[src/rtl/systolic_8x8_seq_ctrl.sv]
// rtl/systolic_8x8_seq_ctrl.sv - job sequencer for the 8x8 output-stationary systolic array
//
// Clears the array, streams k_len skewed A/B operand vectors, drains the pipeline
// and pulses done once the C result is final and held.
//
// Ports:
//   clk_buf, rst          clock, asynchronous active-high reset
//   start, k_len          job request (sampled in IDLE only) and accumulation length
//   busy, done            high outside IDLE; one-cycle result-ready pulse
//   rd_en, rd_addr        operand buffer read strobe and address (0..k_len-1)
//   a_rd_data, b_rd_data  A column / B row vectors, valid one cycle after rd_en
//   arr_rst, arr_en       array accumulator clear and enable
//   a_in_flat, b_in_flat  per-lane skewed operands into the array
module systolic_8x8_seq_ctrl #(
    parameter int DATA_WIDTH = 8,
    parameter int K_WIDTH    = 8,
    parameter int DRAIN      = 16
) (
    input  logic                    clk_buf,
    input  logic                    rst,
    input  logic                    start,
    input  logic [K_WIDTH-1:0]      k_len,
    output logic                    busy,
    output logic                    done,
    output logic                    rd_en,
    output logic [K_WIDTH-1:0]      rd_addr,
    input  logic [8*DATA_WIDTH-1:0] a_rd_data,
    input  logic [8*DATA_WIDTH-1:0] b_rd_data,
    output logic                    arr_rst,
    output logic                    arr_en,
    output logic [8*DATA_WIDTH-1:0] a_in_flat,
    output logic [8*DATA_WIDTH-1:0] b_in_flat
);

    localparam int CNT_W = $clog2(DRAIN) + 1;

    typedef enum logic [2:0] {
        S_IDLE  = 3'd0,
        S_CLEAR = 3'd1,
        S_FEED  = 3'd2,
        S_DRAIN = 3'd3,
        S_DONE  = 3'd4
    } state_t;

    state_t             state, state_next;
    logic [K_WIDTH-1:0] k_reg;
    logic [K_WIDTH-1:0] addr_q;
    logic [CNT_W-1:0]   cnt;
    logic               rd_valid_q;

    // State register plus the per-state counters. cnt times CLEAR and DRAIN and
    // restarts from 0 on every state change; addr_q doubles as the FEED counter.
    always_ff @(posedge clk_buf or posedge rst) begin
        if (rst) begin
            state      <= S_IDLE;
            k_reg      <= '0;
            addr_q     <= '0;
            cnt        <= '0;
            rd_valid_q <= 1'b0;
        end else begin
            state      <= state_next;
            rd_valid_q <= rd_en;
            if (state == S_IDLE && start)
                k_reg <= k_len;
            if (state_next != state)
                cnt <= '0;
            else
                cnt <= cnt + 1'b1;
            if (state == S_FEED && state_next == S_FEED)
                addr_q <= addr_q + 1'b1;
            else
                addr_q <= '0;
        end
    end

    always_comb begin
        state_next = state;
        case (state)
            S_IDLE:  if (start) state_next = S_CLEAR;
            S_CLEAR: if (cnt == CNT_W'(1))
                         state_next = (k_reg != '0) ? S_FEED : S_DONE;
            S_FEED:  if (addr_q == k_reg - 1'b1) state_next = S_DRAIN;
            S_DRAIN: if (cnt == CNT_W'(DRAIN - 1)) state_next = S_DONE;
            S_DONE:  state_next = S_IDLE;
            default: state_next = S_IDLE;
        endcase
    end

    always_comb begin
        busy    = (state != S_IDLE);
        done    = (state == S_DONE);
        rd_en   = (state == S_FEED);
        arr_rst = (state == S_CLEAR);
        arr_en  = (state == S_FEED) || (state == S_DRAIN);
        rd_addr = addr_q;
    end

    // Lane i is a shift register of depth i+1: lane 0 is the read data registered
    // once, each further lane adds one cycle of skew. Stage 0 takes zeros whenever
    // the previous cycle issued no read, so the drain phase flushes zeros.
    for (genvar i = 0; i < 8; i++) begin : g_lane
        logic [DATA_WIDTH-1:0] a_sr [0:i];
        logic [DATA_WIDTH-1:0] b_sr [0:i];

        always_ff @(posedge clk_buf or posedge rst) begin
            if (rst) begin
                for (int j = 0; j <= i; j++) begin
                    a_sr[j] <= '0;
                    b_sr[j] <= '0;
                end
            end else begin
                a_sr[0] <= rd_valid_q ? a_rd_data[i*DATA_WIDTH +: DATA_WIDTH] : '0;
                b_sr[0] <= rd_valid_q ? b_rd_data[i*DATA_WIDTH +: DATA_WIDTH] : '0;
                for (int j = 1; j <= i; j++) begin
                    a_sr[j] <= a_sr[j-1];
                    b_sr[j] <= b_sr[j-1];
                end
            end
        end

        assign a_in_flat[i*DATA_WIDTH +: DATA_WIDTH] = a_sr[i];
        assign b_in_flat[i*DATA_WIDTH +: DATA_WIDTH] = b_sr[i];
    end

endmodule

[config.mk]
export PLATFORM = sky130hd
export DESIGN_NAME = systolic_8x8_seq_ctrl
export DESIGN_NICKNAME = d
export VERILOG_FILES = /design/src/rtl/systolic_8x8_seq_ctrl.sv
export SDC_FILE = /design/constraint.sdc
export NUM_CORES = 1
export LEC_CHECK = 0
export ABC_AREA = 1
export ABC_CLOCK_PERIOD_IN_PS = 56800
export CAP_MARGIN = 20
export CORE_MARGIN = 1.5
export CORE_UTILIZATION = 53
export CTS_CLUSTER_DIAMETER = 200
export CTS_CLUSTER_SIZE = 20
export DETAILED_ROUTE_END_ITERATION = 12
export PLACE_DENSITY = 0.79
export SLEW_MARGIN = 30
export SYNTH_ARGS = -nofsm -noshare
export SYNTH_HDL_FRONTEND = slang
export SYNTH_SLANG_ARGS = --single-unit
export TNS_END_PERCENT = 20
[constraint.sdc]
create_clock -name clk_buf -period 56.8 [get_ports clk_buf]
set_input_delay 5.68 -clock clk_buf [delete_from_list [all_inputs] [get_ports clk_buf]]
set_output_delay 5.68 -clock clk_buf [all_outputs]
set_load 0.01 [all_outputs]
==> flow_metrics.py, run 1 <==
metrics = {
    "setup_path": {
        "setup.worst_path.start": "state[0]$_DFF_PP0_",
        "crit_path_end_kind": "output port",
        "startpoint_type": "flip-flop",
        "rr_endpoint": "cnt[2]$_DFF_PP0_",
        "critical_path_required_ns": 51.12,
        "rr_worst_depth": 13,
        "reg2reg_slack_ns": 54.75,
        "crit_fanout": 5,
        "crit_arrival_ns": 2.06,
        "crit_type": "flip-flop to output port",
        "timing.rr.start": "k_reg[0]$_DFFE_PP0P_",
    },
    "cells_and_area": {
        "diodes": 0,
        "multi_input_area_mm2": 0.00121,
        "syn_to_final_growth_pct": 19.9,
        "layout-drive-gt1-share_pct": 4.83,
        "nets": 1487,
        "fillCellCount": 2300,
        "reg_top3": "g_lane.a_sr (232), g_lane.b_sr (232)",
        "regArea_mm2": 0.0150,
    },
    "sta": {
        "rsz0062_at_grt": "false",
        "max_freq_mhz": 129,
        "maxSlewViolCount": 0,
        "layout_setup_ws_ns": 49.06,
        "setup_tns_ns": 0,
        "setup_viol": 0,
        "min_period_ns": 7.74,
        "period_share_pct": 13.6,
        "finalHoldViolations": 0,
        "fin_skew_ns": 0.0177,
        "tightest_slew_ns": 0.875,
        "maxSlewHeadroom_pct": 41.7,
    },
    "detailed_routing": {
        "wl_per_cell_um": 14.5,
        "wl_mm": 25.9,
        "drtPass1Iterations": 4,
        "drcViolationCount": 0,
        "vias": 7763,
        "vias_per_cell": 4.34,
        "dr.first_iter.drc_count": 366,
        "ant_nets": 0,
    },
    "grt": {
        "grt_start_max_net_pins": 211,
        "grt_pass1_wl_mm": 41.2,
        "grt_pass1_vias": 8123,
        "gr-usage-all-layers_pct": 15.5,
        "grt-ovfl-total": 0,
        "antenna_found_initial": 2,
    },
    "die": {
        "die_y_um": 186,
        "io_pins": 280,
        "dieArea_mm2": 0.0346,
        "die_w_um": 186,
        "coreArea_mm2": 0.0327,
        "std_cell_rows": 66,
        "start_util_pct": 54.2,
    },
    "place": {
        "portBuffers": 279,
        "pre_cts_slack_ns": 47.76,
        "dp_hpwl_mm": 16.4,
        "place_congestion": 0.795,
    },
    "clock_network": {
        "cts_num_sinks": 601,
        "htree_levels": 2,
        "cts_buffers": 36,
        "cts_resized": 0,
        "post_cts_buffers": 0,
        "cts.clk_slew.worst_paths_ns": 0.08,
        "cts.path.max_buffers": 3,
        "cts_tree": "yes",
        "hold_buffers": 0,
        "cts_root_buf": "clkbuf_16",
        "clk_latency_ns": 0.52,
    },
    "synth": {
        "avgSynthCellArea_um2": 15.5,
        "synth.top_cell.area_share_pct": 84.8,
        "yosys_warnings": 0,
        "synthAdderAreaFrac_pct": 0.423,
        "synthXorXnorAreaFrac_pct": 0.381,
        "synth_top_family_by_area": "buffers and inverters",
        "synth_seq_area_share_pct": 84.8,
        "synth_largest_area_cell": "dfrtp_1",
        "synth_area_leaders": "dfrtp_1 85%, buf_4 4.7%, nand2_1 3.8%",
        "synth-seq-cells": 601,
        "syn_inst": 1146,
        "synth_compound_area_share_pct": 0.388,
        "muxShareOfSynthArea_pct": 0,
        "yosys.area_share.simple_pct": 5.64,
        "syn_nets": 1291,
        "syn_area_mm2": 0.0177,
        "ys_types": 28,
    },
    "min_path": {
        "hp-start": "g_lane[5].a_sr[39]$_DFF_PP0_",
        "hold_end": "g_lane[5].a_sr[31]$_DFF_PP0_",
        "min_path_type": "flip-flop to flip-flop",
        "hold_depth": 0,
    },
    "run_status": {
        "outcome": "finished clean",
    },
    "power_and_ir_drop": {
        "powerDensity_mw_per_mm2": 34.4,
        "leakagePower_uw": 0.0103,
        "irDropWorstVdd_mv": 0.0196,
    },
    "flow_run": {
        "cap_violations": 0,
    },
}
-- layout make-up --
type / count / area share, %
multi-input combinational: 262 / 5.70
inverter: 156 / 2.81
clock inverter: 3 / 0.177
clock buffer: 38 / 4.37
timing repair buffer: 285 / 13.6
sequential: 601 / 70.8
tap: 442 / 2.60
-- critical path, stage by stage (launching register included) --
cell and delay (ns):
dfrtp_1 0.47, inv_1 0.13, nor3_2 0.33, clkdlybuf4s50_1 0.62
-- kinds of logic (layout without fill, tap and decap cells) --
family / Yosys count / in the layout
DFF: 601 / 601
buffers and inverters: 283 / 482
and+or+nand+nor: 240 / 240
AOI/OAI and AO/OA: 10 / 10
adders and majority gates: 6 / 6
xor gates and xnor gates: 6 / 6
-- layout by cell type, fill, tap and decap left out, types with 2 or more instances in the layout --
master           synthesis  final
ha_1                     6      6
clkdlybuf4s50_1          0    279
xnor2_1                  2      2
inv_6                    0      2
o21ai_0                  7      7
nor3_1                   4      4
inv_1                  155    154
nand3_1                 13     13
dfrtp_1                601    600
nand2_1                178    178
nor2_1                  27     27
clkbuf_16                0     37
nor3_2                   4      4
nand2_2                  3      3
nor4_1                   2      2
buf_6                    0      4
or2_2                    2      2
nand3_2                  2      2
xor2_1                   3      3
-- cells in the mapped netlist --
library cell  count
xor3_1            1
clkbuf_1         13
a211oi_4          1
xnor2_1           2
nor3_1            4
nor3_2            4
nand4_1           1
inv_1           155
and3_1            1
buf_1             2
nor2_1           27
nand2_1         178
nand3_2           2
nand2_2           3
buf_4           112
a21oi_1           1
inv_2             1
o21ai_0           7
nor2_2            1
nand3_1          13
dfrtp_1         601
nor3_4            1
o21ai_2           1
xor2_1            3
or2_2             2
or3_2             1
nor4_1            2
ha_1              6
-- where the power goes --
group,switching (uW),internal (uW)
Combinational,16.2,18.1
Sequential,5.56,448
Clock,125,118
-- worst max-delay path by stage --
stage                         endpoint  slack [ns]  cells after the start
6_report                       arr_rst       49.06                      3
5_1_grt        a_in_flat[10]$_DFF_PP0_       48.82                      4
4_1_cts        a_in_flat[10]$_DFF_PP0_       48.32                      4
3_5_place_dp   a_in_flat[10]$_DFF_PP0_       47.76                      4
3_3_place_gp   a_in_flat[13]$_DFF_PP0_       47.90                      4
2_1_floorplan  a_in_flat[10]$_DFF_PP0_       34.30                      1
-- metrics by stage --
stage	utilization [%]	hold WS, ns	total power (uW)	instances	cell area (um2)
after floorplan	-	0.331	479	1146	17700
after global placement	61.9	0.331	495	1745	20200
after detailed placement	61.9	0.335	497	1745	20200
after CTS	64.9	0.330	743	1786	21200
after global routing	65.0	0.346	765	1787	21300
final	65.0	0.331	731	1787	21300
-- routing by layer --
layer / wire length [um] / track usage [%] / vias up
li1: - / - / 3627
met1: 10400 / 20.0 / 3864
met2: 12800 / 25.0 / 227
met3: 2050 / 5.11 / 43
met4: 591 / 4.81 / 2
met5: 13 / 0 / -
(Power assumes the default switching activity.)
==> inputs of run 2 (changes only) <==
Settings changed: ABC_CLOCK_PERIOD_IN_PS 56800 to 7800, CORE_UTILIZATION 53 to 52, PLACE_DENSITY 0.79 to 0.78.
Clock period 56.8 ns to 7.8 ns, I/O delays scaled along.
==> run 2 against run 1 <==
Against the previous run:
- register-to-register slack worse by 49 ns
- first-iteration DRC count up 30%
- total power increased to 7.3 times the previous value
- combinational power grew to 7.3 times the previous value
- wire length down 0.17%
- core utilization fell by 1.5 points
- clock power increased to 7.2 times the previous value
- setup slack got worse by 44 ns
- highest routed layer unchanged
==> flow_metrics.py, run 2 (synthesis gave the netlist of run 1 again) <==
metrics = {
    "place": {
        "place_congestion": 0.791,
        "dpl_cell_area_mm2": 0.0203,
        "dp_hpwl_mm": 17.1,
        "portBuffers": 279,
    },
    "detailed_routing": {
        "drcViolationCount": 0,
        "wl_per_cell_um": 14.4,
        "ant_nets": 0,
        "drtPass1Iterations": 4,
        "vias_per_cell": 4.35,
        "vias": 7813,
        "dr.first_iter.drc_count": 477,
        "wl_mm": 25.8,
    },
    "die": {
        "io_pins": 280,
        "dieArea_mm2": 0.0352,
        "die_y_um": 188,
        "die_w_um": 188,
        "std_cell_rows": 67,
        "start_util_pct": 52.9,
        "coreArea_mm2": 0.0335,
    },
    "sta": {
        "max_freq_mhz": 353,
        "rsz0062_at_grt": "false",
        "period_share_pct": 36.3,
        "maxSlewViolCount": 0,
        "fin_skew_ns": 0.0184,
        "min_period_ns": 2.83,
        "tightest_slew_ns": 0.796,
        "maxSlewHeadroom_pct": 46.9,
        "setup_viol": 0,
        "finalHoldViolations": 0,
    },
    "clock_network": {
        "cts.path.max_buffers": 3,
        "htree_levels": 2,
        "cts_buffers": 36,
        "cts_resized": 0,
        "cts_root_buf": "clkbuf_16",
        "cts_num_sinks": 601,
        "hold_buffers": 0,
        "clk_latency_ns": 0.52,
        "post_cts_buffers": 0,
        "cts.clk_slew.worst_paths_ns": 0.08,
        "cts_tree": "yes",
    },
    "setup_path": {
        "cp_slowest_cell": "clkdlybuf4s50_1",
        "crit_arrival_ns": 2.05,
        "crit_fanout": 5,
        "crit_path_end_kind": "output port",
        "crit_type": "flip-flop to output port",
        "critical_path_required_ns": 7.02,
        "crit_path_cell_trace": "inv_1 -> nor3_2 -> clkdlybuf4s50_1",
        "slowest_delay_ns": 0.63,
        "rr_worst_depth": 10,
        "startpoint_type": "flip-flop",
    },
    "grt": {
        "gr-usage-all-layers_pct": 15.3,
        "grt_pass1_vias": 8414,
        "grt-ovfl-total": 0,
        "grt_start_max_net_pins": 141,
        "grt_pass1_wl_mm": 42.4,
        "antenna_found_initial": 1,
    },
    "cells_and_area": {
        "layout_commonest_cell": "dfrtp_1",
        "layout-drive-gt1-share_pct": 4.83,
        "syn_to_final_growth_pct": 20.0,
        "nets": 1489,
        "reg_top3": "g_lane.a_sr (232), g_lane.b_sr (232)",
        "most-common-layout-cells": "600 x dfrtp_1, 279 x clkdlybuf4s50_1, 178 x nand2_1, 154 x inv_1, 37 x clkbuf_16",
        "fillCellCount": 2393,
        "final_cell_area_mm2": 0.0213,
    },
    "min_path": {
        "min_path_type": "flip-flop to flip-flop",
        "hold_depth": 0,
    },
    "power_and_ir_drop": {
        "leakagePower_uw": 0.0103,
        "irDropWorstVdd_mv": 0.127,
        "powerDensity_mw_per_mm2": 249,
        "p_total_uw": 5310,
    },
    "flow_run": {
        "cap_violations": 0,
    },
    "run_status": {
        "outcome": "finished clean",
    },
}
==> run 2: worst paths after layout <==
kind,startpoint,end,slack [ns]
hold / removal,g_lane[7].b_sr[47]$_DFF_PP0_,g_lane[7].b_sr[39]$_DFF_PP0_,0.34
min in group asynchronous,rst,g_lane[4].b_sr[17]$_DFF_PP0_,0.62
setup / recovery,state[0]$_DFF_PP0_,arr_rst,4.97
setup reg to reg,cnt[0]$_DFF_PP0_,cnt[0]$_DFF_PP0_,5.72
hold reg to reg,g_lane[7].b_sr[47]$_DFF_PP0_,g_lane[7].b_sr[39]$_DFF_PP0_,0.34
max in group asynchronous,rst,b_in_flat[8]$_DFF_PP0_,5.27
==> run 2: metal layers <==
layer	routed length, um	GRT usage, %	part of all wire [%]	vias to the layer above
li1	-	-	-	3629
met1	10500	19.7	41	3900
met2	12700	25.2	49	232
met3	1970	4.62	7.6	50
met4	692	4.83	2.7	2
met5	12	0	0.046	-
==> run 2: layout make-up <==
| type | count | area, um2 | share of cell area, % |
|---|---|---|---|
| multi-input cells | 262 | 1210 | 5.70 |
| inverters | 156 | 589 | 2.77 |
| repair buffers | 287 | 2920 | 13.7 |
| clock buffers | 39 | 933 | 4.38 |
| well taps | 448 | 561 | 2.63 |
| clock inverters | 1 | 20.0 | 0.0940 |
| flip-flops and latches | 601 | 15000 | 70.7 |
| diodes | 2 | 5.00 | 0.0235 |
==> run 2: critical path: cells and delay by family (launching register included) <==
kind / cells / cell delay (ns)
buffers and inverters: 2 / 0.75
DFF: 1 / 0.47
and+or+nand+nor: 1 / 0.32
==> run 2: stage by stage <==
step / instances / setup TNS, ns / setup slack, ns / utilization [%] / hold slack (ns)
global placement: 1752 / 0 / 4.52 / 60.5 / 0.331
detailed placement: 1753 / 0 / 4.46 / 60.6 / 0.335
global route: 1794 / 0 / 4.85 / 63.5 / 0.348
finish: 1796 / 0 / 4.97 / 63.5 / 0.343
floorplan: 1146 / -707.51 / -1.18 / - / 0.331
CTS: 1793 / 0 / 4.95 / 63.4 / 0.342
==> run 2: power by group <==
part           switching, uW  internal, uW  total (uW)
sequential              41.6          3260        3300
clock                    896           855        1750
combinational            118           134         252
==> inputs of run 3 (changes only) <==
Settings changed: ABC_CLOCK_PERIOD_IN_PS 7800 to 2700.
Clock period 7.8 ns to 2.7 ns, I/O delays scaled along.
==> run 3 against run 2 <==
Against the previous run:
- flip-flop and latch count unchanged
- setup slack got worse by 4.6 ns
- highest routed layer is now met4
- final area is 0.52% higher
- largest cell class unchanged
- largest power group unchanged
- critical endpoint unchanged
- clock skew decreased by 0.0024 ns
==> flow_metrics.py, run 3 (synthesis gave the netlist of run 1 again) <==
metrics = {
    "run_status": {
        "outcome": "finished clean",
    },
    "cells_and_area": {
        "stdcell_count": 1805,
        "layout-drive-gt1-share_pct": 5.60,
        "finish.utilization_pct": 63.8,
        "nets": 1498,
        "most-common-layout-cells": "600 x dfrtp_1, 279 x clkdlybuf4s50_1, 178 x nand2_1, 154 x inv_1, 37 x clkbuf_16",
        "regArea_mm2": 0.0150,
        "reg_top3": "g_lane.a_sr (232), g_lane.b_sr (232)",
        "fillCellCount": 2370,
        "syn_to_final_growth_pct": 20.7,
        "diodes": 0,
        "layout_commonest_cell": "dfrtp_1",
        "multi_input_area_mm2": 0.00121,
    },
    "setup_path": {
        "critical_path_required_ns": 2.43,
        "crit_type": "flip-flop to output port",
        "slowest_delay_ns": 0.63,
        "startpoint_type": "flip-flop",
        "crit_path_end_kind": "output port",
        "crit_path_cell_trace": "inv_1 -> nor3_2 -> clkdlybuf4s50_1",
        "cp_slowest_cell": "clkdlybuf4s50_1",
        "cp.buffers_inverters": 2,
        "critPathTopFamily": "buffers and inverters",
        "crit_fanout": 5,
        "crit_arrival_ns": 2.10,
    },
    "detailed_routing": {
        "ant_nets": 0,
        "drtPass1Iterations": 5,
        "dr.first_iter.drc_count": 411,
        "vias": 7876,
        "wl_per_cell_um": 14.9,
        "drcViolationCount": 0,
        "vias_per_cell": 4.36,
        "wl_mm": 26.9,
    },
    "die": {
        "dieArea_mm2": 0.0352,
        "std_cell_rows": 67,
        "io_pins": 280,
        "die_w_um": 188,
        "coreArea_mm2": 0.0335,
        "die_y_um": 188,
        "start_util_pct": 52.9,
    },
    "grt": {
        "grt-ovfl-total": 0,
        "grt_start_max_net_pins": 92,
        "gr-usage-all-layers_pct": 16.0,
        "antenna_found_initial": 0,
        "grt_pass1_wl_mm": 44.3,
        "grt_pass1_vias": 8627,
    },
    "place": {
        "dp_hpwl_mm": 18.1,
        "pre_cts_slack_ns": 0.637,
        "dp.cells": 1763,
        "place_congestion": 0.832,
        "portBuffers": 279,
    },
    "power_and_ir_drop": {
        "p_total_uw": 15400,
        "leakagePower_uw": 0.0104,
        "irDropWorstVdd_mv": 0.447,
        "powerDensity_mw_per_mm2": 720,
    },
    "clock_network": {
        "htree_levels": 2,
        "cts_buffers": 36,
        "cts.path.max_buffers": 3,
        "cts_root_buf": "clkbuf_16",
        "cts_num_sinks": 601,
        "hold_buffers": 0,
        "post_cts_buffers": 0,
        "clk_latency_ns": 0.52,
        "cts.clk_slew.worst_paths_ns": 0.08,
        "cts_tree": "yes",
        "cts_resized": 0,
    },
    "sta": {
        "setup_viol": 0,
        "tightest_slew_ns": 0.646,
        "max_freq_mhz": 422,
        "min_period_ns": 2.37,
        "maxSlewHeadroom_pct": 56.5,
        "rsz0062_at_grt": "false",
        "period_share_pct": 87.8,
        "finalHoldViolations": 0,
        "whs_ns": 0.265,
        "layout_setup_ws_ns": 0.330,
        "maxSlewViolCount": 0,
        "fin_skew_ns": 0.0161,
    },
    "min_path": {
        "min_path_type": "primary input to flip-flop",
    },
    "flow_run": {
        "cap_violations": 0,
    },
}
run 3: final timing paths:
check,depth (start not counted),to,start,slack [ns]
max,3,arr_rst,state[0]$_DFF_PP0_,0.33
min,3,g_lane[4].b_sr[37]$_DFF_PP0_,b_rd_data[37],0.27
max reg2reg,10,cnt[4]$_DFF_PP0_,cnt[0]$_DFF_PP0_,0.64
min reg2reg,0,g_lane[7].b_sr[39]$_DFF_PP0_,g_lane[7].b_sr[47]$_DFF_PP0_,0.33
max in group asynchronous,4,a_in_flat[44]$_DFF_PP0_,rst,1.66
min in group asynchronous,3,a_in_flat[51]$_DFF_PP0_,rst,0.36
run 3: per-stage QoR:
stage / TNS [ns] / area, um2
5_1_grt: 0 / 21400
4_1_cts: 0 / 21400
6_report: 0 / 21400
3_3_place_gp: 0 / 20400
3_5_place_dp: 0 / 20400
2_1_floorplan: -3466.10 / 17700
run 3: metal layers:
layer / global-route usage (%) / routed length (um)
met1: 20.5 / 10900
met2: 27.3 / 13600
met3: 4.32 / 1760
met4: 4.25 / 573
met5: 0 / 0
run 3: area by class of cell:
cell class,count,area share (%)
Sequential cell,601,70.3
Timing Repair Buffer,296,14.1
Multi-Input combinational cell,262,5.67
Clock buffer,39,4.36
Inverter,156,2.75
Tap cell,448,2.62
Clock inverter,3,0.175
run 3: tightest hold or removal path: stages:
cell             delay [ns]
clkdlybuf4s50_1        0.40
nand2_1                0.06
inv_1                  0.03
run 3: power by group:
part	internal, uW	switching (uW)	total [uW]
logic	398	352	750
clock network	2480	2620	5110
registers	9420	119	9540
